--- config.mk ---
export PLATFORM = sky130hd
export DESIGN_NAME = lc3_pipe_controller
export DESIGN_NICKNAME = d
export VERILOG_FILES = /design/src/rtl/lc3_ctrl_pkg.sv /design/src/rtl/lc3_mem_fsm.sv /design/src/rtl/lc3_pipe_controller.sv
export SDC_FILE = /design/constraint.sdc
export NUM_CORES = 1
export LEC_CHECK = 0
export ABC_AREA = 1
export CAP_MARGIN = 5
export CORE_MARGIN = 2
export CORE_UTILIZATION = 38
export CTS_CLUSTER_DIAMETER = 50
export CTS_CLUSTER_SIZE = 8
export DETAILED_ROUTE_END_ITERATION = 8
export PLACE_DENSITY = 0.85
export SYNTH_ARGS = -nofsm -noshare
export SYNTH_HDL_FRONTEND = slang
export SYNTH_SLANG_ARGS = --single-unit
--- constraint.sdc ---
create_clock -name clock -period 3.14 [get_ports clock]
set_clock_uncertainty 0.1 [all_clocks]
set_input_delay 0.628 -clock clock [delete_from_list [all_inputs] [get_ports clock]]
set_output_delay 0.628 -clock clock [all_outputs]
set_load 0.1 [all_outputs]
--- src/rtl/lc3_ctrl_pkg.sv ---
// LC-3 pipeline controller shared types and opcode constants.
// LC3_INDIRECT_EN enables the LDI/STI indirect memory path.
package lc3_ctrl_pkg;

  localparam logic [3:0] OP_BR  = 4'b0000;
  localparam logic [3:0] OP_ADD = 4'b0001;
  localparam logic [3:0] OP_LD  = 4'b0010;
  localparam logic [3:0] OP_ST  = 4'b0011;
  localparam logic [3:0] OP_AND = 4'b0101;
  localparam logic [3:0] OP_LDR = 4'b0110;
  localparam logic [3:0] OP_STR = 4'b0111;
  localparam logic [3:0] OP_NOT = 4'b1001;
  localparam logic [3:0] OP_LDI = 4'b1010;
  localparam logic [3:0] OP_STI = 4'b1011;
  localparam logic [3:0] OP_JMP = 4'b1100;
  localparam logic [3:0] OP_LEA = 4'b1110;

  typedef enum logic [1:0] {
    MS_READ  = 2'd0,
    MS_IND   = 2'd1,
    MS_WRITE = 2'd2,
    MS_IDLE  = 2'd3
  } mem_state_t;

  localparam int BR_DRAIN_DEF = 3;
  localparam int STARTUP_DEF  = 4;

`ifdef LC3_INDIRECT_EN
  localparam bit IND_EN = 1'b1;
`else
  localparam bit IND_EN = 1'b0;
`endif

  // Ops whose result is ready at the end of execute.
  function automatic logic is_alu_op(input logic [3:0] op);
    return op == OP_ADD || op == OP_AND ||
           op == OP_NOT || op == OP_LEA;
  endfunction

  // Ops whose result arrives from data memory.
  function automatic logic is_load_op(input logic [3:0] op);
    return op == OP_LD || op == OP_LDR ||
           (IND_EN && op == OP_LDI);
  endfunction

endpackage

--- src/rtl/lc3_mem_fsm.sv ---
// LC-3 data-memory access sequencer with writeback pulse.
// IND state is reachable only when LC3_INDIRECT_EN is defined.
module lc3_mem_fsm
  import lc3_ctrl_pkg::*;
(
  input  logic       clock,
  input  logic       reset,
  input  logic       go_i,
  input  logic [3:0] op_i,
  input  logic       complete_data_i,
  output mem_state_t state_o,
  output logic       start_o,
  output logic       wb_pulse_o
);

  mem_state_t state_q;
  logic       store_q;
  logic       is_rd;
  logic       is_wr;
  logic       is_ind_rd;
  logic       is_ind_wr;

  assign is_rd     = op_i == OP_LD || op_i == OP_LDR;
  assign is_wr     = op_i == OP_ST || op_i == OP_STR;
  assign is_ind_rd = IND_EN && op_i == OP_LDI;
  assign is_ind_wr = IND_EN && op_i == OP_STI;

  assign start_o = go_i && state_q == MS_IDLE &&
                   (is_rd | is_wr | is_ind_rd | is_ind_wr);

  assign wb_pulse_o = state_q == MS_READ && complete_data_i;
  assign state_o    = state_q;

  // Access sequencer; store_q remembers the direction after IND.
  always_ff @(posedge clock or negedge reset) begin
    if (!reset) begin
      state_q <= MS_IDLE;
      store_q <= 1'b0;
    end else begin
      case (state_q)
        MS_IDLE: begin
          if (start_o) begin
            store_q <= is_wr | is_ind_wr;
            unique case (1'b1)
              is_ind_rd,
              is_ind_wr: state_q <= MS_IND;
              is_wr:     state_q <= MS_WRITE;
              default:   state_q <= MS_READ;
            endcase
          end
        end
        MS_IND: begin
          if (complete_data_i)
            state_q <= store_q ? MS_WRITE : MS_READ;
        end
        MS_READ,
        MS_WRITE: begin
          if (complete_data_i)
            state_q <= MS_IDLE;
        end
        default: state_q <= MS_IDLE;
      endcase
    end
  end

endmodule

--- src/rtl/lc3_pipe_controller.sv ---
// LC-3 five-stage pipeline sequencer: startup, branch drain, bypass.
// Build with LC3_INDIRECT_EN to enable LDI/STI indirect accesses.
module lc3_pipe_controller
  import lc3_ctrl_pkg::*;
#(
  parameter int BR_DRAIN       = BR_DRAIN_DEF,
  parameter int STARTUP_STAGES = STARTUP_DEF
) (
  input  logic        clock,
  input  logic        reset,
  input  logic        complete_data,
  input  logic        complete_instr,
  input  logic [15:0] IR,
  input  logic [15:0] IR_Exec,
  input  logic [2:0]  psr,
  output logic        enable_updatePC,
  output logic        enable_fetch,
  output logic        enable_decode,
  output logic        enable_execute,
  output logic        enable_writeback,
  output logic        br_taken,
  output logic        bypass_alu_1,
  output logic        bypass_alu_2,
  output logic        bypass_mem_1,
  output logic        bypass_mem_2,
  output logic [1:0]  mem_state
);

  localparam int SW = $clog2(STARTUP_STAGES + 1);
  localparam int DW = $clog2(BR_DRAIN + 1);

  logic [SW-1:0] st_q;
  logic [DW-1:0] dr_q;
  logic          jmp_q;

  mem_state_t ms;
  logic       mem_go;
  logic       wb_pulse;
  logic       mem_busy;

  logic [3:0] op_d;
  logic [3:0] op_x;
  logic [2:0] dst;

  logic pc_on;
  logic dec_on;
  logic ex_on;
  logic wb_on;
  logic draining;
  logic last;
  logic br_hit;

  logic sr1_use;
  logic sr2_use;
  logic m1;
  logic m2;
  logic unused_bits;

  assign op_d = IR[15:12];
  assign op_x = IR_Exec[15:12];
  assign dst  = IR_Exec[11:9];

  assign unused_bits = ^{IR[11:9], IR[4:3], IR_Exec[8:0]};

  lc3_mem_fsm u_mem (
    .clock           (clock),
    .reset           (reset),
    .go_i            (ex_on),
    .op_i            (op_x),
    .complete_data_i (complete_data),
    .state_o         (ms),
    .start_o         (mem_go),
    .wb_pulse_o      (wb_pulse)
  );

  assign mem_state = ms;
  assign mem_busy  = ms != MS_IDLE;

  assign pc_on  = st_q >= SW'(1);
  assign dec_on = st_q >= SW'(2);
  assign ex_on  = st_q >= SW'(3);
  assign wb_on  = st_q >= SW'(4);

  assign draining = dr_q != '0;
  assign last     = dr_q == DW'(1) && !mem_busy;

  assign enable_fetch = pc_on && complete_instr &&
                        !mem_busy && !draining;
  assign enable_updatePC = pc_on && complete_instr &&
                           !mem_busy && (!draining || last);
  assign enable_decode = dec_on && complete_instr && !mem_busy;
  assign enable_execute = ex_on && !mem_busy;
  assign enable_writeback = mem_busy ? wb_pulse : wb_on;

  // A load entering execute wins; the branch is picked up later.
  assign br_hit = (op_d == OP_BR || op_d == OP_JMP) &&
                  enable_decode && !mem_go && !draining;

  assign br_taken = last && (jmp_q || |(dst & psr));

  // Staggered enable ramp after reset, saturating.
  always_ff @(posedge clock or negedge reset) begin
    if (!reset)
      st_q <= '0;
    else if (st_q != SW'(STARTUP_STAGES))
      st_q <= st_q + SW'(1);
  end

  // Branch drain countdown, frozen while memory is busy.
  always_ff @(posedge clock or negedge reset) begin
    if (!reset) begin
      dr_q  <= '0;
      jmp_q <= 1'b0;
    end else if (draining) begin
      if (!mem_busy)
        dr_q <= dr_q - DW'(1);
    end else if (br_hit) begin
      dr_q  <= DW'(BR_DRAIN);
      jmp_q <= op_d == OP_JMP;
    end
  end

  assign sr1_use = op_d == OP_ADD || op_d == OP_AND ||
                   op_d == OP_NOT || op_d == OP_LDR ||
                   op_d == OP_STR || op_d == OP_JMP;
  assign sr2_use = (op_d == OP_ADD || op_d == OP_AND) && !IR[5];

  assign m1 = sr1_use && IR[8:6] == dst;
  assign m2 = sr2_use && IR[2:0] == dst;

  assign bypass_alu_1 = reset && is_alu_op(op_x) && m1;
  assign bypass_alu_2 = reset && is_alu_op(op_x) && m2;
  assign bypass_mem_1 = reset && is_load_op(op_x) && m1 &&
                        !bypass_alu_1;
  assign bypass_mem_2 = reset && is_load_op(op_x) && m2 &&
                        !bypass_alu_2;

endmodule

==> results.md <==
* Hold Path Class: flop to flop
* Final critical path time including I/O delays and setup at 2693 ps
* Warning count from the yosys run at 0
* Register bit count reported by yosys at 9
* Via density per instance at 4.762
* # IOs at 51
* Number of vias in the routed layout at 881
* Top post-synthesis cells by area: dfrtp_1 23%, nand2_1 14%, nor2_1 11%
* Number of nets in the layout at 204
* Overall routing resource usage at 17.61%
* Final Cycle Share at 85.76%
* Number of iterations in the first detailed-routing pass at 4
* Wire per inst at 10.21 um
* Worst-Skew Late Latency at 260 ps
* Cell Area, Placed at 1270 um2
* Final Non-Filler Cells at 185
* Post-Syn Area at 768.2 um2
* Remaining global-route overflow at 0
* Number of cells in the design after placement at 181
* Net count after synthesis at 162
* Run status: complete, no violations
* FF-to-FF End: dr_q[1]$_DFFE_PN0P_
* Transition time at the pin with the least slew margin at 294.7 ps
* Final wirelength at 1888 um
* Critical path startpoint: IR_Exec[12]
* Global-route wire length before repair at 3229 um
* Die ar. at 2398 um2
* Count of distinct cell types in the synthesized netlist at 22
* Clock tree from TritonCTS: built
* HPWL Detailed at 1700 um
* Worst setup EP type: output port
* Root Buffer: clkbuf_4
* Start point of the worst hold path: jmp_q$_DFFE_PN0P_
* Data required time at the worst endpoint at 2410 ps
* # rows at 16
* Cells on Worst Hold Path at 2
* Fraction of synthesized cell area taken by the top area cell type at 22.80%
* Layout Cell Area excl Fill at 1296 um2
* Worst-path clk slew at 60 ps
* Peak clock frequency supported by timing at 0.3713 GHz
* Max Slew Vio Count at 0
* IO Port Bufs at 36
* Placeable Area at 1942 um2
* Switching part of the total power at 55.79%
* Power Dens Cells at 693.0 nW/um2
* Combined flip-flop and latch cell area at 227.7 um2
* Ratio of cells with drive above 1 in the final layout at 17.09%
* Setup slack of the most critical reg-to-reg path at 1480 ps
* Proportion of synthesized chip area in sequential cells at 29.64%
* Layout area overhead at 68.73%
* Rel. slew slack at 80.14%
* Peak fanout along the critical path at 3
* ANT cells at 0
* Startpoint of the most critical register-to-register path: st_q[0]$_DFFE_PN0N_
* Effective utilization at floorplan at 39.56%
* Number of nets with antenna violations after detailed routing at 0
* Pin count of the biggest net entering global routing at 10
* Max Cap Viol at 0
* Mean Syn Cell Area at 6.566 um2
* Fillers at 171
* Sequential fraction of design power at 21.9%
* Peak supply drop at 651.1 uV
* Portion of total power attributed to the clock network at 9.7%
* Depth of the CTS H-tree at 1
* Clock buffers created by TritonCTS at 3
* DRT iter0 DRCs at 9
* Critical path data arrival time at 1960 ps
* Gate count of the mapped netlist at 117
* Area of combinational cells with multiple inputs at 489.2 um2
* Number of antenna violations at the first check in global routing at 0
* DRC violations left at 0
* Startpoint type of the worst setup path: input port
* Post-cts hold buffer count at 0
* Count of cells resized by post-cts repair at 0
* Combinational cell fraction of total power at 68.3%
* Die Y at 48.97 um
* Critical path start-end classification: input port to output port
* Max Buffers Root-to-Sink at 2
* Final hold viol count at 0
* Routability-driven placement congestion ratio at 0.7712
* Post-CTS Setup Repair Bufs at 0
* Num Clock Sinks at 9
* Internal power contribution at 397.2 uW
* Cell type with the highest aggregate area in the netlist: dfrtp_1
* Vias in the first global route at 837
* # setup viols final at 0
* Net switching component of the power at 501.2 uW
* R2R cell count at 8
* P_leak at 0.0006036 uW
* Unrepaired setup endpoints after global routing: false
* Die X at 48.97 um
* Hold-critical path endpoint: jmp_q$_DFFE_PN0P_
## layout by cell type (no fill, tap or decap), drive strengths merged
cell           count
dfstp              2
o211ai             1
inv               17
nor2              23
clkbuf             4
nand3b             1
ha                 6
dfrtp              7
clkinv             1
o22ai              2
xnor2              1
buf               13
nand3             11
a22o               1
a31oi              1
a21oi              5
o31ai              1
nand2             30
o21ai              7
clkdlybuf4s50     24
## flip-flops by register name, summed over array words and instances, names as in the netlist
signal	count
st_q	3
dr_q	2
u_mem.state_o	2
jmp_q	1
u_mem.store_q	1
## worst max-delay path by stage
| stage | slack [ps] | end | cells past startpoint |
|---|---|---|---|
| after CTS | 440 | bypass_alu_2 | 6 |
| final | 450 | bypass_alu_2 | 6 |
| after floorplan | -150 | enable_execute | 2 |
| after global placement | 520 | bypass_mem_2 | 7 |
| after detailed placement | 460 | bypass_alu_2 | 6 |
| after global routing | 340 | bypass_alu_2 | 6 |
## synthesized netlist by cell type
cell type   n
o211ai_1    1
inv_1      17
o21ai_0     6
nand3_4     1
nand2_2     1
a21oi_2     1
nand3_1     9
nand3_2     1
dfrtp_1     7
nand3b_1    1
nand2_1    29
o22ai_1     2
dfstp_2     2
clkinv_2    1
ha_1        6
a31oi_1     1
o21ai_1     1
xnor2_1     1
o31ai_1     1
a22o_1      1
nor2_1     23
a21oi_1     4
## per-stage QoR
stage               hold slack [ps]  power (uW)  util, %  worst slack [ps]  TNS, ps
floorplan                     232.4       626.1        -            -151.6   -151.6
global placement              372.5       794.6    65.40             517.3        0
detailed placement            401.2       814.1    65.40             464.4        0
CTS                           418.5       906.0    66.75             444.4        0
global route                  438.3       951.7    66.75             342.6        0
finish                        418.5       898.3    66.75             447.0        0
## kinds of logic (layout without fill, tap and decap cells)
logic type | count (synthesis) | in the layout | synth area share (%)
flops | 9 | 9 | 29.64
fa+ha+maj | 6 | 6 | 9.772
compound gates | 18 | 18 | 13.84
buf+inv | 18 | 59 | 8.957
xor+xnor | 1 | 1 | 1.140
simple gates | 65 | 65 | 36.64
## power groups by stage
stage / logic [uW] / clock network (uW) / registers, uW
final: 614 / 87.6 / 197
after global routing: 649 / 101 / 202
after CTS: 617 / 92.1 / 197
after detailed placement: 615 / 0 / 199
after global placement: 598 / 0 / 197
after floorplan: 339 / 0 / 287
## final cells by class
| cell class | count | share of cell area, % |
|---|---|---|
| multi-input combinational | 90 | 37.74 |
| timing repair buffer | 37 | 34.75 |
| tap | 27 | 2.606 |
| clock buffer | 4 | 2.027 |
| inverter | 18 | 5.309 |
| sequential | 9 | 17.57 |
## worst max-delay path: stages
cell             delay [ps]
clkdlybuf4s50_1         500
inv_1                    80
o21ai_0                 180
o211ai_1                150
nor2_1                  220
buf_12                  200
## routing by layer
| metal | part of all wire (%) | global-route usage (%) |
|---|---|---|
| met5 | 0 | 0 |
| met4 | 1.6 | 10.48 |
| met3 | 8.0 | 5.521 |
| met2 | 52 | 32.42 |
| met1 | 38 | 17.02 |
Power figures use the tool's default switching activity.
